### src/rtl/uart_pkg.sv
// Shared types and constants for the UART TX buffer.
//   tx_state_t : serialiser FSM states
//   STAT_*     : bit positions within the 32-bit status word
package uart_pkg;

  typedef enum logic [1:0] {
    IDLE  = 2'd0,
    START = 2'd1,
    DATA  = 2'd2,
    STOP  = 2'd3
  } tx_state_t;

  localparam int STAT_EMPTY   = 0;
  localparam int STAT_FULL    = 1;
  localparam int STAT_BUSY    = 2;
  localparam int STAT_OVF     = 3;
  localparam int STAT_CNT_LSB = 8;

endpackage

### src/rtl/sync_fifo.sv
// Single-clock FIFO with a separate occupancy register.
//   clk, reset_n     : clock, async active-low reset (pointers/count only)
//   push, push_data  : write strobe and data
//   pop, pop_data    : read strobe; pop_data shows the head entry (show-ahead)
//   full, empty      : decoded from count
//   count            : current occupancy, 0..DEPTH
// A push while full is still accepted when a pop happens in the same cycle.
module sync_fifo #(
  parameter int DATAW = 8,
  parameter int DEPTH = 16
) (
  input  logic                     clk,
  input  logic                     reset_n,
  input  logic                     push,
  input  logic [DATAW-1:0]         push_data,
  input  logic                     pop,
  output logic [DATAW-1:0]         pop_data,
  output logic                     full,
  output logic                     empty,
  output logic [$clog2(DEPTH):0]   count
);
  localparam int AW = $clog2(DEPTH);
  localparam int CW = AW + 1;

  logic [DATAW-1:0] mem [DEPTH];
  logic [AW-1:0]    wr_ptr, rd_ptr;
  logic             pop_ok, push_ok;

  assign full     = (count == CW'(DEPTH));
  assign empty    = (count == '0);
  assign pop_ok   = pop && !empty;
  assign push_ok  = push && (!full || pop_ok);
  assign pop_data = mem[rd_ptr];

  // Storage is not reset: contents are discarded by clearing the pointers.
  always_ff @(posedge clk) begin
    if (push_ok) mem[wr_ptr] <= push_data;
  end

  always_ff @(posedge clk or negedge reset_n) begin
    if (!reset_n) begin
      wr_ptr <= '0;
      rd_ptr <= '0;
      count  <= '0;
    end else begin
      if (push_ok) wr_ptr <= wr_ptr + AW'(1);
      if (pop_ok)  rd_ptr <= rd_ptr + AW'(1);
      case ({push_ok, pop_ok})
        2'b10:   count <= count + CW'(1);
        2'b01:   count <= count - CW'(1);
        default: count <= count;
      endcase
    end
  end

endmodule

### src/rtl/uart_tx_buffer.sv
// Byte FIFO feeding an 8N1 UART transmitter (LSB first).
//   clk, reset_n : clock, async active-low reset (aborts any frame)
//   wr_en/wr_data: push one byte per high cycle
//   clr_overflow : clears the sticky overflow flag (a coincident drop wins)
//   txd          : registered serial line, idles high
//   full/empty/count : FIFO occupancy
//   busy         : a frame is in progress
//   status       : {.., count[15:8], .., ovf, busy, full, empty}
module uart_tx_buffer
  import uart_pkg::*;
#(
  parameter int CLKS_PER_BIT = 868,
  parameter int FIFO_DEPTH   = 16,
  parameter int DATAW        = 8
) (
  input  logic                          clk,
  input  logic                          reset_n,
  input  logic                          wr_en,
  input  logic [DATAW-1:0]              wr_data,
  input  logic                          clr_overflow,
  output logic                          txd,
  output logic                          full,
  output logic                          empty,
  output logic [$clog2(FIFO_DEPTH):0]   count,
  output logic                          busy,
  output logic [31:0]                   status
);
  localparam int BW = (CLKS_PER_BIT > 1) ? $clog2(CLKS_PER_BIT) : 1;
  localparam int IW = $clog2(DATAW);
  localparam int CW = $clog2(FIFO_DEPTH) + 1;

  tx_state_t        state;
  logic [BW-1:0]    baud_cnt;
  logic [IW-1:0]    bit_idx;
  logic [DATAW-1:0] shift, pop_data;
  logic             overflow, baud_end, pop, drop;

  assign baud_end = (baud_cnt == BW'(CLKS_PER_BIT - 1));
  // Pops only on entry to START; gating on !empty also rules out pop-on-empty.
  assign pop  = !empty && ((state == IDLE) || (state == STOP && baud_end));
  assign drop = wr_en && full && !pop;
  assign busy = (state != IDLE);

  sync_fifo #(.DATAW(DATAW), .DEPTH(FIFO_DEPTH)) u_fifo (
    .clk       (clk),
    .reset_n   (reset_n),
    .push      (wr_en),
    .push_data (wr_data),
    .pop       (pop),
    .pop_data  (pop_data),
    .full      (full),
    .empty     (empty),
    .count     (count)
  );

  always_ff @(posedge clk or negedge reset_n) begin
    if (!reset_n) begin
      state    <= IDLE;
      baud_cnt <= '0;
      bit_idx  <= '0;
      shift    <= '0;
      txd      <= 1'b1;
    end else begin
      case (state)
        IDLE: begin
          txd      <= 1'b1;
          baud_cnt <= '0;
          if (pop) begin
            state <= START;
            shift <= pop_data;
            txd   <= 1'b0;
          end
        end
        START: begin
          if (baud_end) begin
            state    <= DATA;
            baud_cnt <= '0;
            bit_idx  <= '0;
            txd      <= shift[0];
          end else begin
            baud_cnt <= baud_cnt + BW'(1);
          end
        end
        DATA: begin
          if (baud_end) begin
            baud_cnt <= '0;
            if (bit_idx == IW'(DATAW - 1)) begin
              state <= STOP;
              txd   <= 1'b1;
            end else begin
              bit_idx <= bit_idx + IW'(1);
              shift   <= shift >> 1;
              txd     <= shift[1];   // next bit after the shift
            end
          end else begin
            baud_cnt <= baud_cnt + BW'(1);
          end
        end
        STOP: begin
          if (baud_end) begin
            baud_cnt <= '0;
            if (pop) begin
              // Chain straight into the next frame without an idle bit.
              state <= START;
              shift <= pop_data;
              txd   <= 1'b0;
            end else begin
              state <= IDLE;
              txd   <= 1'b1;
            end
          end else begin
            baud_cnt <= baud_cnt + BW'(1);
          end
        end
        default: state <= IDLE;
      endcase
    end
  end

  always_ff @(posedge clk or negedge reset_n) begin
    if (!reset_n)          overflow <= 1'b0;
    else if (drop)         overflow <= 1'b1;
    else if (clr_overflow) overflow <= 1'b0;
  end

  always_comb begin
    status                        = '0;
    status[STAT_EMPTY]            = empty;
    status[STAT_FULL]             = full;
    status[STAT_BUSY]             = busy;
    status[STAT_OVF]              = overflow;
    status[STAT_CNT_LSB +: CW]    = count;
  end

endmodule
### config.mk
export PLATFORM = sky130hd
export DESIGN_NAME = uart_tx_buffer
export DESIGN_NICKNAME = d
export VERILOG_FILES = /design/src/rtl/uart_pkg.sv /design/src/rtl/sync_fifo.sv /design/src/rtl/uart_tx_buffer.sv
export SDC_FILE = /design/constraint.sdc
export NUM_CORES = 1
export LEC_CHECK = 0
export BUFFER_PORTS_ARGS = -buffer_cell sky130_fd_sc_hd__buf_2
export CELL_PAD_IN_SITES_DETAIL_PLACEMENT = 1
export CELL_PAD_IN_SITES_GLOBAL_PLACEMENT = 2
export CORE_MARGIN = 5
export CORE_UTILIZATION = 35
export DETAILED_ROUTE_END_ITERATION = 10
export PLACE_DENSITY = 0.69
export SKIP_CTS_REPAIR_TIMING = 1
export SLEW_MARGIN = 20
export SYNTH_ARGS = -nofsm -noshare
export SYNTH_HDL_FRONTEND = slang
export SYNTH_SLANG_ARGS = --single-unit
### constraint.sdc
create_clock -name clk -period 7.9 [get_ports clk]
set_input_delay 1.185 -clock clk [delete_from_list [all_inputs] [get_ports clk]]
set_output_delay 1.185 -clock clk [all_outputs]
set_load 0.01 [all_outputs]
==> results of run 1 <==
## worst min path at each step
| stage | slack [ps] | endpoint | start | depth (start not counted) |
|---|---|---|---|---|
| after detailed placement | 480 | baud_cnt[0] | baud_cnt[0] | 1 |
| after global routing | 510 | baud_cnt[0] | baud_cnt[0] | 1 |
| after floorplan | 450 | baud_cnt[0] | baud_cnt[0] | 1 |
| after global placement | 470 | baud_cnt[0] | baud_cnt[0] | 1 |
| final | 480 | baud_cnt[0] | baud_cnt[0] | 1 |
| after CTS | 490 | baud_cnt[0] | baud_cnt[0] | 1 |
## synthesized netlist by cell type (all sizes together), types with 2 or more instances
master,count
nor2,31
dfrtp,37
a31oi,6
o211ai,2
nor2b,10
and2,3
inv,13
xor2,11
nand4,4
nand3b,2
o21ai,11
o22ai,5
mux2,2
a22o,5
and3,3
a221o,4
nand2b,3
xnor2,6
ha,16
mux2i,4
nand3,5
clkbuf,7
mux4,32
nor3,7
buf,44
nor3b,2
a21o,6
and4bb,2
nor4,2
nand2,20
a21oi,4
a211oi,5
o21a,5
o311ai,4
edfxtp,128
## sequential cells by signal (all words and copies together), names as in the netlist
register,count
state,2
u_fifo.mem,128
u_fifo.rd_ptr,4
txd,1
bit_idx,3
u_fifo.wr_ptr,4
baud_cnt,10
u_fifo.count,5
shift,8
overflow,1
## per-layer routing
metal,track usage,share of wire
met1,0.176,0.45
met2,0.230,0.51
met3,0.0303,0.032
met4,0.0294,0.0069
met5,0,0
## cells by family after synthesis
| kind of cell | count (synthesis) |
|---|---|
| AOI/OAI and AO/OA | 62 |
| xor gates and xnor gates | 17 |
| adders and majority gates | 17 |
| buffers and inverters | 64 |
| DFF | 166 |
| muxes | 38 |
| other | 1 |
| and+or+nand+nor | 97 |
## where the power goes
group	internal, W	switching [W]
combinational	0.000393	0.000509
clock	0.000430	0.000407
sequential	0.00109	0.000120
## per-stage QoR
stage	total power, W	hold WS [ps]	setup WS, ps
2_1_floorplan	0.00190	447	4610
3_3_place_gp	0.00212	467	4560
3_5_place_dp	0.00215	479	4500
4_1_cts	0.00299	491	4670
5_1_grt	0.00313	512	4490
6_report	0.00295	482	4690
## cell type report
type	count	area (um^2)	share of cell area
Sequential cell	166	4800	0.584
Multi-Input combinational cell	254	2250	0.274
Clock buffer	17	425	0.0517
Tap cell	275	344	0.0418
Clock inverter	15	181	0.0221
Timing Repair Buffer	33	175	0.0213
Inverter	13	48.8	0.00593
==> results.json, run 1 <==
{
  "result_of_the_run": "finished, final reports clean",
  "min-delay-path-class": "flop to flop",
  "ff2ff_setup_slack_ps": 4690,
  "fin_area_um2": 8220,
  "timing.setup.critical_path_class": "flop to flop",
  "pin_count": 53,
  "drt_first_pass_iters": 4,
  "wire_length_per_cell_um": 20.2,
  "core_area_um2": 20900,
  "insertedDiodeCount": 0,
  "worst_path_most_repeated_cell": "ha_1",
  "drtIter0Drc": 194,
  "achievable-frequency_mhz": 312,
  "initial_core_util": 0.352,
  "synth-compound-area-share": 0.0631,
  "grt_max_degree": 39,
  "critical-path-slowest-cell": "or3_1",
  "antenna_found_initial": 0,
  "power.density_nw_per_um2": 358,
  "final_antenna_net_count": 0,
  "num-nets-final": 514,
  "report.final.setup_viol": 0,
  "fillCellCount": 2100,
  "drv_slew": 0,
  "die-area_um2": 24000,
  "timing.final.crit_period_ps": 3210,
  "aggregate_routed_wire_length_um": 15600,
  "layout_common_cells": "edfxtp_1 (128), dfrtp_1 (35), nor2_1 (29), buf_2 (29), conb_1 (23)",
  "critPathTopFamily": "simple AND/OR/NAND/NOR gates",
  "cts_tree": "yes",
  "synth_top_family_by_area": "multiplexers",
  "worst_skew_pair.late_latency_ps": 440,
  "global_route_wire_length_before_repair_um": 24500,
  "post_synth_fa_ha_maj_area_fraction": 0.0299,
  "placement_rows": 53,
  "final-instance-count-excl-fill": 773,
  "ff2ff_path_depth": 11,
  "synth_cells": 462,
  "die_width_um": 155,
  "regToRegStartpoint": "baud_cnt[0]",
  "post_synth_num_cell_types": 55,
  "timing.critical_path.cells": "ha_1 > and4bb_2 > a31oi_4 > or3_1 > inv_1 > ha_1 > nor2b_1 > o21a_1 > or2_2 > o41a_1 > o211ai_1",
  "r2r-end": "u_fifo.count[4]",
  "globalRouteOverflowTotal": 0,
  "rsz0062_at_grt": "no",
  "path_clk_slew_ps": 70,
  "timing.slew.headroom": 0.397,
  "synthDominantCellAreaShare": 0.522,
  "synth_simple_gate_area_share": 0.0668,
  "placement.io_buffers": 29,
  "worst-slew-pin-transition_ps": 904,
  "synthDominantAreaCellType": "edfxtp_1",
  "placedInstanceArea_um2": 7610,
  "ir_worst_vdd_mv": 0.161,
  "detailed_place_hpwl_um": 10200,
  "vias_per_cell": 4.99,
  "leakagePower_nw": 3.00,
  "grt_total_usage": 0.135,
  "required_ps": 8250,
  "final_min_period_over_clock_period": 0.406,
  "worstPathMaxFanout": 10,
  "htree_num_levels": 4,
  "drive_above_1_share": 0.203,
  "synth-xor-area-share": 0.0202,
  "synth_flop_cell": "edfxtp_1",
  "clockRootBuffer": "clkbuf_16",
  "yosys-mux-area-fraction": 0.113,
  "gp_congestion": 0.753,
  "cp.depth": 11,
  "edff_count_synth": 128,
  "syn-cell-area_um2": 7360,
  "yosys_register_bits": 166,
  "synth.area.top_cells": "edfxtp_1 (52%), dfrtp_1 (13%), mux4_2 (6.1%)",
  "cts_inserted_buffers": 17,
  "clock-sinks": 166,
  "setup.worst_path.end": "u_fifo.count[4]",
  "critical_path.startpoint_type": "flop",
  "cp.arrival_ps": 3550,
  "timing.max_cap.violations": 0,
  "drt_drc_violations_left": 0,
  "fp.dieH_um": 155,
  "number_of_cells_after_detailed_placement": 741,
  "cp-startpoint": "baud_cnt[0]",
  "worst-path-buf-inv": 1,
  "end_of_flow_core_utilization": 0.394,
  "fin_setup_tns_ps": 0,
  "grt_pass1_vias": 4184,
  "synth.yosys.seq_area_share": 0.652,
  "postSynth.asyncResetShare": 0.229,
  "commonest_non_fill_non_tap_cell_in_the_layout": "edfxtp_1",
  "ctsLongestPathBuffers": 2,
  "synth.yosys.warnings": 0,
  "dr_total_vias": 3861,
  "clock_skew_ps": 28.4,
  "post_synth.cell_area_avg_um2": 15.9,
  "timing.critical_path.to_type": "flop",
  "cpPeakStageDelay_ps": 440,
  "finalHoldViolations": 0,
  "synthToLayoutAreaGrowth_pct": 11.7
}
Note: power is estimated with default switching activity, not from simulation.
==> run 2, diff against run 1 <==
==> constraint.sdc (replaced) <==
create_clock -name clk -period 3 [get_ports clk]
set_input_delay 0.45 -clock clk [delete_from_list [all_inputs] [get_ports clk]]
set_output_delay 0.45 -clock clk [all_outputs]
set_load 0.01 [all_outputs]
==> results.json, run 2 (synthesized netlist as in run 1, its figures left out) <==
{
  "result_of_the_run": "finished, final reports clean",
  "cp.depth": 11,
  "critical-path-slowest-cell": "dfrtp_1",
  "worst_slack_ps": 65.2,
  "wire_length_per_cell_um": 20.0,
  "dr_total_vias": 3985,
  "globalRouteOverflowTotal": 0,
  "worstPathMaxFanout": 4,
  "place_ws_ps": 35.1,
  "final_min_period_over_clock_period": 0.978,
  "timing.final.crit_period_ps": 2930,
  "ctsLongestPathBuffers": 2,
  "part_of_the_total_power_dissipated_in_the_clock_network": 0.278,
  "cts_tree": "yes",
  "grt_pass1_vias": 4349,
  "power.density_nw_per_um2": 945,
  "clock-sinks": 166,
  "layout_common_cells": "edfxtp_1 (128), dfrtp_1 (36), buf_4 (35)",
  "synthToLayoutAreaGrowth_pct": 15.1,
  "commonest_non_fill_non_tap_cell_in_the_layout": "edfxtp_1",
  "leakagePower_nw": 3.17,
  "power_switching_share": 0.343,
  "finalHoldViolations": 0,
  "timing.setup.critical_path_class": "flop to flop",
  "drtIter0Drc": 171,
  "critical_path.startpoint_type": "flop",
  "report.final.setup_viol": 0,
  "critPathTopFamily": "simple AND/OR/NAND/NOR gates",
  "drt_first_pass_iters": 4,
  "pin_count": 53,
  "path_clk_slew_ps": 70,
  "registers_with_the_most_flip_flops": "u_fifo.mem x128, baud_cnt x10, shift x8",
  "worst-path-buf-inv": 1,
  "number_of_cells_after_detailed_placement": 769,
  "achievable-frequency_mhz": 341,
  "placement_rows": 53,
  "detailed_place_hpwl_um": 10700,
  "aggregate_routed_wire_length_um": 16100,
  "worst_skew_pair.late_latency_ps": 420,
  "gp_congestion": 0.754,
  "antenna_found_initial": 0,
  "top_register": "u_fifo.mem",
  "timing.critical_path.to_type": "flop",
  "core_area_um2": 20900,
  "final-instance-count-excl-fill": 805,
  "power.share.combinational": 0.327,
  "initial_core_util": 0.352,
  "timing.critical_path.cells": "ha_2 > and4bb_2 > a31oi_4 > or3_4 > inv_1 > ha_1 > nor2b_1 > o21a_1 > or2_2 > o41a_1 > o211ai_1",
  "p_int_w": 0.00526,
  "global_route_wire_length_before_repair_um": 25000,
  "placement.io_buffers": 29,
  "ff2ff_path_depth": 11,
  "drt_drc_violations_left": 0,
  "die-area_um2": 24000,
  "required_ps": 3340,
  "grt_total_usage": 0.138,
  "vias_per_cell": 4.95,
  "cpPeakStageDelay_ps": 410,
  "cts_inserted_buffers": 17,
  "insertedDiodeCount": 0,
  "final_antenna_net_count": 0,
  "timing.slew.headroom": 0.393,
  "fp.dieH_um": 155,
  "worst-slew-pin-transition_ps": 911,
  "clock_skew_ps": 9.15,
  "grt_max_degree": 39,
  "num-nets-final": 546,
  "drv_slew": 0,
  "timing.max_cap.violations": 0,
  "hold_ws_ps": 156,
  "drive_above_1_share": 0.249,
  "pwr-share-seq": 0.395,
  "htree_num_levels": 4,
  "number_of_flip_flops_under_the_largest_register_name": 128,
  "cp.arrival_ps": 3270,
  "min-delay-path-class": "primary input to asynchronous set/reset pin",
  "clockRootBuffer": "clkbuf_16",
  "power.net_switching_w": 0.00275,
  "die_width_um": 155,
  "ir_worst_vdd_mv": 0.392,
  "fillCellCount": 2124
}
==> run 2: cell types whose count changed in the layout (fill, tap and decap cells not counted), moves of 2 or more <==
cell	before	now
clkinv_8	5	2
buf_4	4	35
nor3_1	5	7
nor3_2	2	0
==> run 2: path summary, 6_finish.rpt <==
path,startpoint,to,slack [ps]
worst max-delay path,state[0],u_fifo.count[4],70
worst min-delay path,reset_n,baud_cnt[5],160
worst max register to register,state[0],u_fifo.count[4],70
worst min register to register,baud_cnt[0],baud_cnt[0],480
max in group asynchronous,reset_n,u_fifo.rd_ptr[0],2220
min in group clk,clr_overflow,overflow,210
==> run 2: stage by stage <==
stage                     cell area, um^2  total power, W  TNS, ps   util
final                                8470         0.00801        0  0.406
after detailed placement             7830         0.00585        0  0.375
after floorplan                      7440         0.00501        0      -
after CTS                            8430         0.00809    -6.01  0.404
after global placement               7830         0.00574        0  0.375
after global routing                 8470         0.00849    -10.2  0.406
==> run 2: layout make-up <==
type | count | area [um^2] | share of cell area
Tap cell | 275 | 344 | 0.0406
Inverter | 13 | 48.8 | 0.00576
Multi-Input combinational cell | 254 | 2250 | 0.265
Sequential cell | 166 | 4800 | 0.566
Clock inverter | 15 | 181 | 0.0214
Clock buffer | 17 | 425 | 0.0502
Timing Repair Buffer | 65 | 428 | 0.0505
==> run 2: power by group through the flow <==
stage	sequential [W]	clock [W]	combinational [W]
6_report	0.00316	0.00223	0.00262
5_1_grt	0.00321	0.00239	0.00289
4_1_cts	0.00317	0.00228	0.00264
3_5_place_dp	0.00322	0	0.00263
3_3_place_gp	0.00318	0	0.00256
2_1_floorplan	0.00306	0	0.00195
==> run 2: per-layer routing <==
| metal | GRT usage | part of all wire | wire length [um] | up-vias |
|---|---|---|---|---|
| li1 | - | - | - | 1831 |
| met1 | 0.179 | 0.44 | 7000 | 2080 |
| met2 | 0.236 | 0.51 | 8230 | 64 |
| met3 | 0.0273 | 0.042 | 675 | 10 |
| met4 | 0.0387 | 0.010 | 163 | 0 |
| met5 | 0 | 0 | 0 | - |
